## config.mk

```make
export PLATFORM = sky130hd
export DESIGN_NAME = du_dm_reader
export DESIGN_NICKNAME = d
export VERILOG_FILES = /design/src/rtl/du_dm_reader_pkg.sv /design/src/rtl/du_dm_reader.sv
export SDC_FILE = /design/constraint.sdc
export NUM_CORES = 1
export LEC_CHECK = 0
export CORE_MARGIN = 10
export CORE_UTILIZATION = 40
export CTS_BUF_LIST = sky130_fd_sc_hd__clkbuf_16
export CTS_CLUSTER_DIAMETER = 200
export DETAILED_ROUTE_END_ITERATION = 8
export DONT_BUFFER_PORTS = 1
export SYNTH_ARGS = -nofsm -noshare
export SYNTH_HDL_FRONTEND = slang
export SYNTH_SLANG_ARGS = --single-unit
```

## constraint.sdc

```tcl
create_clock -name i_clock -period 2.6 [get_ports i_clock]
set_input_delay 0.52 -clock i_clock [delete_from_list [all_inputs] [get_ports i_clock]]
set_output_delay 0.52 -clock i_clock [all_outputs]
set_load 0.02 [all_outputs]
```

## src/rtl/du_dm_reader_pkg.sv

```systemverilog
// Debug-unit data-memory dump: shared state encoding and dump sizing.
// Honours DU_DUMP_CHECKSUM_EN (adds a trailing XOR checksum byte).
package du_dm_reader_pkg;

  typedef enum logic [2:0] {
    ST_IDLE    = 3'd0,
    ST_READ    = 3'd1,
    ST_CAPTURE = 3'd2,
    ST_SEND    = 3'd3,
    ST_WAIT_TX = 3'd4,
    ST_NEXT    = 3'd5,
    ST_DONE    = 3'd6,
    ST_CHK     = 3'd7
  } state_e;

  localparam int DM_WORDS       = 32;
  localparam int BYTES_PER_WORD = 4;

`ifdef DU_DUMP_CHECKSUM_EN
  localparam int DUMP_BYTES = DM_WORDS * BYTES_PER_WORD + 1;
`else
  localparam int DUMP_BYTES = DM_WORDS * BYTES_PER_WORD;
`endif

endpackage

```

## src/rtl/du_dm_reader.sv

```systemverilog
// Streams every data-memory word to the UART TX, MSB byte first.
// DU_DUMP_CHECKSUM_EN appends one XOR-of-all-bytes checksum byte.
module du_dm_reader
  import du_dm_reader_pkg::*;
#(
  parameter int NB_DATA    = 32,
  parameter int NB_DM_ADDR = 5,
  parameter int NB_BYTE    = 8
) (
  input  logic                  i_clock,
  input  logic                  i_reset,
  input  logic                  i_start,
  input  logic [NB_DATA-1:0]    i_dm_data,
  input  logic                  i_tx_done,
  output logic                  o_du_flag,
  output logic                  o_dm_enable,
  output logic                  o_dm_read_enable,
  output logic [NB_DM_ADDR-1:0] o_dm_read_address,
  output logic                  o_tx_start,
  output logic [NB_BYTE-1:0]    o_tx_data,
  output logic                  o_busy,
  output logic                  o_done
);

  localparam int N_BYTES = NB_DATA / NB_BYTE;
  localparam int NB_IDX  = $clog2(N_BYTES);

  localparam logic [NB_DM_ADDR-1:0] LAST_ADDR = '1;
  localparam logic [NB_IDX-1:0]     LAST_IDX  = NB_IDX'(N_BYTES - 1);

  state_e                state;
  state_e                state_nx;
  logic [NB_DM_ADDR-1:0] addr;
  logic [NB_IDX-1:0]     idx;
  logic [NB_DATA-1:0]    buffer;
  logic [NB_DATA-1:0]    shifted;
  logic [NB_BYTE-1:0]    cur_byte;
  logic                  active;

  // Index 0 selects the most significant byte.
  always_comb begin
    shifted  = buffer << (int'(idx) * NB_BYTE);
    cur_byte = shifted[NB_DATA-1 -: NB_BYTE];
  end

  assign active = (state != ST_IDLE) && (state != ST_DONE);

  assign o_du_flag         = active;
  assign o_dm_enable       = active;
  assign o_busy            = active;
  assign o_dm_read_address = active ? addr : '0;

  always_ff @(posedge i_clock) begin
    if (i_reset) begin
      state  <= ST_IDLE;
      addr   <= '0;
      idx    <= '0;
      buffer <= '0;
    end else begin
      state <= state_nx;
      unique case (state)
        ST_IDLE: begin
          if (i_start) begin
            addr <= '0;
            idx  <= '0;
          end
        end
        ST_CAPTURE: buffer <= i_dm_data;
        ST_WAIT_TX: begin
          if (i_tx_done && idx != LAST_IDX)
            idx <= idx + 1'b1;
        end
        ST_NEXT: begin
          if (addr != LAST_ADDR) begin
            addr <= addr + 1'b1;
            idx  <= '0;
          end
        end
        default: ;
      endcase
    end
  end

`ifdef DU_DUMP_CHECKSUM_EN
  logic [NB_BYTE-1:0] chk;
  logic               chk_sent;

  always_ff @(posedge i_clock) begin
    if (i_reset) begin
      chk      <= '0;
      chk_sent <= 1'b0;
    end else if (state == ST_IDLE && i_start) begin
      chk      <= '0;
      chk_sent <= 1'b0;
    end else if (state == ST_SEND) begin
      chk <= chk ^ cur_byte;
    end else if (state == ST_CHK) begin
      chk_sent <= 1'b1;
    end
  end
`endif

  always_comb begin
    state_nx         = state;
    o_dm_read_enable = 1'b0;
    o_tx_start       = 1'b0;
    o_tx_data        = '0;
    o_done           = 1'b0;
    unique case (state)
      ST_IDLE: begin
        if (i_start)
          state_nx = ST_READ;
      end
      ST_READ: begin
        o_dm_read_enable = 1'b1;
        state_nx         = ST_CAPTURE;
      end
      ST_CAPTURE: state_nx = ST_SEND;
      ST_SEND: begin
        o_tx_start = 1'b1;
        o_tx_data  = cur_byte;
        state_nx   = ST_WAIT_TX;
      end
      ST_WAIT_TX: begin
        o_tx_data = cur_byte;
        if (i_tx_done)
          state_nx = (idx == LAST_IDX) ? ST_NEXT : ST_SEND;
      end
      ST_NEXT: begin
        if (addr != LAST_ADDR)
          state_nx = ST_READ;
        else
`ifdef DU_DUMP_CHECKSUM_EN
          state_nx = ST_CHK;
`else
          state_nx = ST_DONE;
`endif
      end
      ST_DONE: begin
        o_done   = 1'b1;
        state_nx = ST_IDLE;
      end
`ifdef DU_DUMP_CHECKSUM_EN
      ST_CHK: begin
        o_tx_data = chk;
        if (!chk_sent)
          o_tx_start = 1'b1;
        else if (i_tx_done)
          state_nx = ST_DONE;
      end
`endif
      default: state_nx = ST_IDLE;
    endcase
  end

endmodule
```

# ---- Yosys cells after proc, flatten, opt, wreduce, memory -nomap -nowiden
# Cells that the tools add are included.
dict set report classes {
  addsub 2
  n_eq_ne 14
  shifts 1
  n_mux 17
  n_reduce_logical 10
}
# operator count
set ops {}
lappend ops {{$shl 32x5->32} 1}
lappend ops {{$pmux 3 s6} 1}
lappend ops {{$mux 5} 3}
lappend ops {{$mux 3} 4}
lappend ops {{$ne 2x2->1 const B} 5}
lappend ops {{$pmux 5 s2} 1}
lappend ops {{$eq 3x3->1 const B} 3}
lappend ops {{$mux 8} 1}
lappend ops {{$eq 3x2->1 const B} 2}
lappend ops {{$mux 2} 3}
lappend ops {{$pmux 2 s3} 1}
lappend ops {{$reduce_bool 3->1} 2}
lappend ops {{$add 5x1->5 const B} 1}
lappend ops {{$ne 5x5->1 const B} 1}
lappend ops {{$reduce_and 4->1} 1}
lappend ops {{$eq 3x1->1 const B} 1}
lappend ops {{$logic_not 3->1} 1}
lappend ops {{$mux 1} 3}
lappend ops {{$ne 3x3->1 const B} 1}
lappend ops {{$reduce_and 3->1} 1}
lappend ops {{$add 2x1->2 const B} 1}
lappend ops {{$eq 2x2->1 const B} 1}
lappend ops {{$logic_and 1x1->1} 2}
lappend ops {{$reduce_and 2->1} 1}
lappend ops {{2 further kinds} 2}
dict set report word_totals {
  regBits 42
  inputBits 36
  out_inout_bits 19
  elab_cells 48
}

# ---- Longest topological paths before layout
dict set report logic_depth {
  ltp_word 4
  ltp_mapped 7
  ltp_nobuf 7
}

# ---- Least setup slack after synthesis
# Ideal clock, no wire load.
dict set report synth_timing {
  kind {reg-to-output}
  start {reg state[1]}
  end {out o_dm_enable}
  t_arrival_ps 1452
  required_time_ps 2080
  setup_slack_ps 628
  stages_incl_launch_ff 6
  n_path_buf 2
  cell_sequence {dfxtp_1 buf_6 and2b_1 nor3_1 inv_1 buf_4}
}
dict set report synth_between {
  elab_chain_len 2
  word_cells_on_any_way 3
  cone_classes {1 x eq/ne; 2 x reduce/logical}
}
# element line
set synth_rtl {}
lappend synth_rtl {{start: declaration} du_dm_reader.sv:31} ;# state_e state;
lappend synth_rtl {{start signal: assignment} du_dm_reader.sv:60} ;# state <= state_nx;
lappend synth_rtl {{$ne 3x3->1 or $reduce_bool 3->1 (tied branches)} du_dm_reader.sv:46} ;# assign active = (state != ST_IDLE) && (state != ST_DONE);
lappend synth_rtl {{$logic_and 1x1->1 *} du_dm_reader.sv:46}
lappend synth_rtl {{end: declaration} du_dm_reader.sv:16} ;# output logic o_dm_enable,
# Mark *: on every way between the ends. The rest lies on a longest branch, timed or not.

# ---- Worst setup path after layout
dict set report layout_timing {
  start {reg state[1]}
  end {out o_tx_data[4]}
}
dict set report layout_between {
  elab_chain_len 3
  word_cells_on_any_way 4
  cone_classes {2 x eq/ne; 1 x mux; 1 x reduce/logical}
}
# element line
set layout_rtl {}
lappend layout_rtl {{$eq 3x3->1 or $eq 3x2->1 (tied branches)} du_dm_reader.sv:109} ;# unique case (state)
lappend layout_rtl {{$reduce_or 2->1 (no line) *} n/a}
lappend layout_rtl {{$mux 8 *} du_dm_reader.sv:109}
lappend layout_rtl {{end: declaration} du_dm_reader.sv:20} ;# output logic [NB_BYTE-1:0] o_tx_data,
# Marked as above.

==> impl_results.md <==
* Outcome: completed
* Die Footprint at 8210 um2
* CP peak stage delay at 0.51 ns
* Worst-Margin Slew at 0.618 ns
* Vias per Instance at 5.01
* Post-synth top flop: dfxtp_1
* ANT nets after route at 0
* Final hold viol count at 0
* Drt total wl at 4.76 mm
* Clock-pin slew on the worst setup and hold paths at 0.06 ns
* Number of global-route vias before repair at 1505
* Core area at 4790 um2
* Share of the yosys chip area belonging to registers at 42.2%
* EDFF count, synth at 0
* Period utilization at 94.2%
* Critical path class: reg2out
* Drt wl/cell at 15.9 um
* Die Wd at 90.6 um
* Fmax at 408 MHz
* Synthesized instance count at 239
* Area Overhead vs Synth at 8.91%
* CP startpoint kind: flip-flop
* Largest net degree at the start of global routing at 39
* RSZ-0062 raised after global routing: true
* # setup viols final at 0
* Netlist cell types at 34
* Max-cap violations at 0
* DR vias at 1503
* Number of fillers in the final layout at 493
* First-pass GRT wire length at 7.72 mm
* Min cycle time layout at 2.45 ns
* CP endpoint kind: primary output
* Setup_tns at 0 ns
* Synthesized area per cell at 8.34 um2
* CTS buffer count at 5
* Clk_skew at 0.00719 ns
* Hold path depth at 1
* Drt pass-1 iters at 4
* Clk sink count at 42
* Synthesized area at 1990 um2
* Die height at 90.6 um
* Share of cells above drive strength 1 at 12.4%
* Flop and latch count out of synthesis at 42
* Critical path arrival at 1.93 ns
* H-tree depth at 2
* Synth warn at 0
* R2R cell count at 7
* Worst path slowest cell: dfxtp_1
* Initial core utilization at 41.7%
* Worst hold path type: in2reg
* Pins Over Slew Limit at 0
* # rows at 25
* Slew margin rel. at 58.8%
* Hpwl dp at 3.37 mm
* Initial DRC Count at 142
* GRT Residual Overflow at 0
* Maximum vdd drop at 0.264 mV
* # IOs at 55
* Antenna cell count at 0
* Asr flop ratio synth at 0%
* Initial antenna violation count at 0
* GP Congestion at 0.758
* Yosys top cell area share at 42.2%
* Count leader, synth: nand2_1
* Non-filler cells, final at 300
* Clock Latency Late Sink at 0.28 ns
* CP Max Fanout at 10
* Nets at 271
* Clock Path Buffers at 2
* PD cells at 666 nW/um2
* Ranking of synthesized cells by area: dfxtp_1 42%, nand2_1 13%, a21oi_1 9.5%
* Post-synthesis net count at 278
* CP cell instances: and2b_1, and2_1, nor2_2, nor2b_1
* DRC at 0
* Post-CTS Repair Setup Buffers at 0
* WP data required at 2.08 ns
* DP Cell Count at 292
* P_leak at 0.740 nW
* Yosys top cell by area: dfxtp_1
* Global-route usage over all layers at 11.6%
* CTS tree: done
* Root Buffer: clkbuf_16
* Port Buffers at 0
* Post-synth top cells: 69 x nand2_1, 42 x dfxtp_1, 38 x a21oi_1
==> kinds of logic after synthesis <==
group	Yosys count	share of synthesized area [%]
XOR/XNOR	2	0.878
AO/OA/AOI/OAI	48	12.5
adder cells (fa/ha/maj)	3	1.88
buffers and inverters	21	5.33
flip-flops	42	42.2
multiplexers	10	10.1
AND/OR/NAND/NOR	113	27.2
==> worst paths after layout <==
kind,to,startpoint,slack (ns)
worst max-delay path,o_tx_data[4],state[1]$_SDFFE_PP0P_,0.15
worst min-delay path,buffer[0]$_SDFFE_PP0P_,i_reset,0.31
worst max register to register,addr[3]$_SDFFE_PP0P_,addr[0]$_SDFFE_PP0P_,0.62
worst min register to register,buffer[21]$_SDFFE_PP0P_,buffer[21]$_SDFFE_PP0P_,0.45
==> critical path: cells and delay by family, from the launching register on <==
family	cells	cell delay [ns]
simple gates	4	1.14
flops	1	0.51
==> metrics by stage <==
stage | hold WS, ns | instance area [um2] | utilization, % | setup slack, ns | power (mW)
2_1_floorplan | 0.433 | 1990 | - | 0.628 | 0.848
3_3_place_gp | 0.434 | 2020 | 42.2 | 0.336 | 0.861
3_5_place_dp | 0.438 | 2020 | 42.2 | 0.362 | 0.863
4_1_cts | 0.297 | 2160 | 45.2 | 0.0559 | 1.46
5_1_grt | 0.297 | 2170 | 45.4 | -0.00724 | 1.51
6_report | 0.307 | 2170 | 45.4 | 0.152 | 1.45
==> metal layers <==
layer / wire [um] / track usage (%) / part of all wire [%] / vias to the layer above
met5: 0 / 0 / 0 / -
met4: 34 / 3.58 / 0.71 / 0
met3: 363 / 5.57 / 7.6 / 5
met2: 2100 / 17.1 / 44 / 31
met1: 2250 / 14.4 / 47 / 681
li1: - / - / - / 786
==> placed cells by master, fill, tap and decap left out <==
| master | instances |
|---|---|
| and4bb_4 | 1 |
| dfxtp_1 | 42 |
| nor3b_1 | 2 |
| nor2_1 | 8 |
| mux2_2 | 1 |
| buf_4 | 5 |
| clkinv_4 | 1 |
| o21ai_0 | 6 |
| nand3_1 | 1 |
| ha_1 | 3 |
| or2_2 | 1 |
| and2_1 | 1 |
| nor2_2 | 2 |
| nand2_1 | 69 |
| nor2b_2 | 2 |
| nand2b_1 | 4 |
| nor3_2 | 1 |
| and2b_1 | 1 |
| o21a_1 | 1 |
| nor2b_1 | 14 |
| mux4_2 | 8 |
| mux2i_1 | 1 |
| nor4b_4 | 1 |
| a21o_1 | 1 |
| or4_1 | 1 |
| or3_1 | 1 |
| nor3_1 | 1 |
| clkbuf_16 | 5 |
| a21oi_1 | 38 |
| clkinv_2 | 1 |
| and3_1 | 1 |
| inv_1 | 3 |
| a22oi_1 | 1 |
| nand3b_1 | 1 |
| xor2_1 | 2 |
| o22ai_1 | 1 |
==> flip-flops by register name (all words and copies together) (netlist names) <==
register and flops:
addr 5, buffer 32, state 3, idx 2
==> report_power, final <==
group          internal [mW]  switching, mW  leakage (nW)
sequential             0.673         0.0216         0.340
combinational         0.0590         0.0964         0.325
clock                  0.352          0.244        0.0750
total                   1.08          0.362         0.740
==> cell type report <==
class,instances,area [um2],area share [%]
Inverter,2,7.51,0.346
Timing Repair Buffer,5,37.5,1.73
Tap cell,67,83.8,3.86
Multi-Input combinational cell,176,1060,48.8
Sequential cell,42,841,38.7
Clock inverter,3,17.5,0.806
Clock buffer,5,125,5.76
==> timing repair <==
item,CTS,global route
endpoints found under the setup margin,0,11
hold buffers,0,0
resized for setup,0,3
No activity file was read; power rests on OpenSTA's default activity.
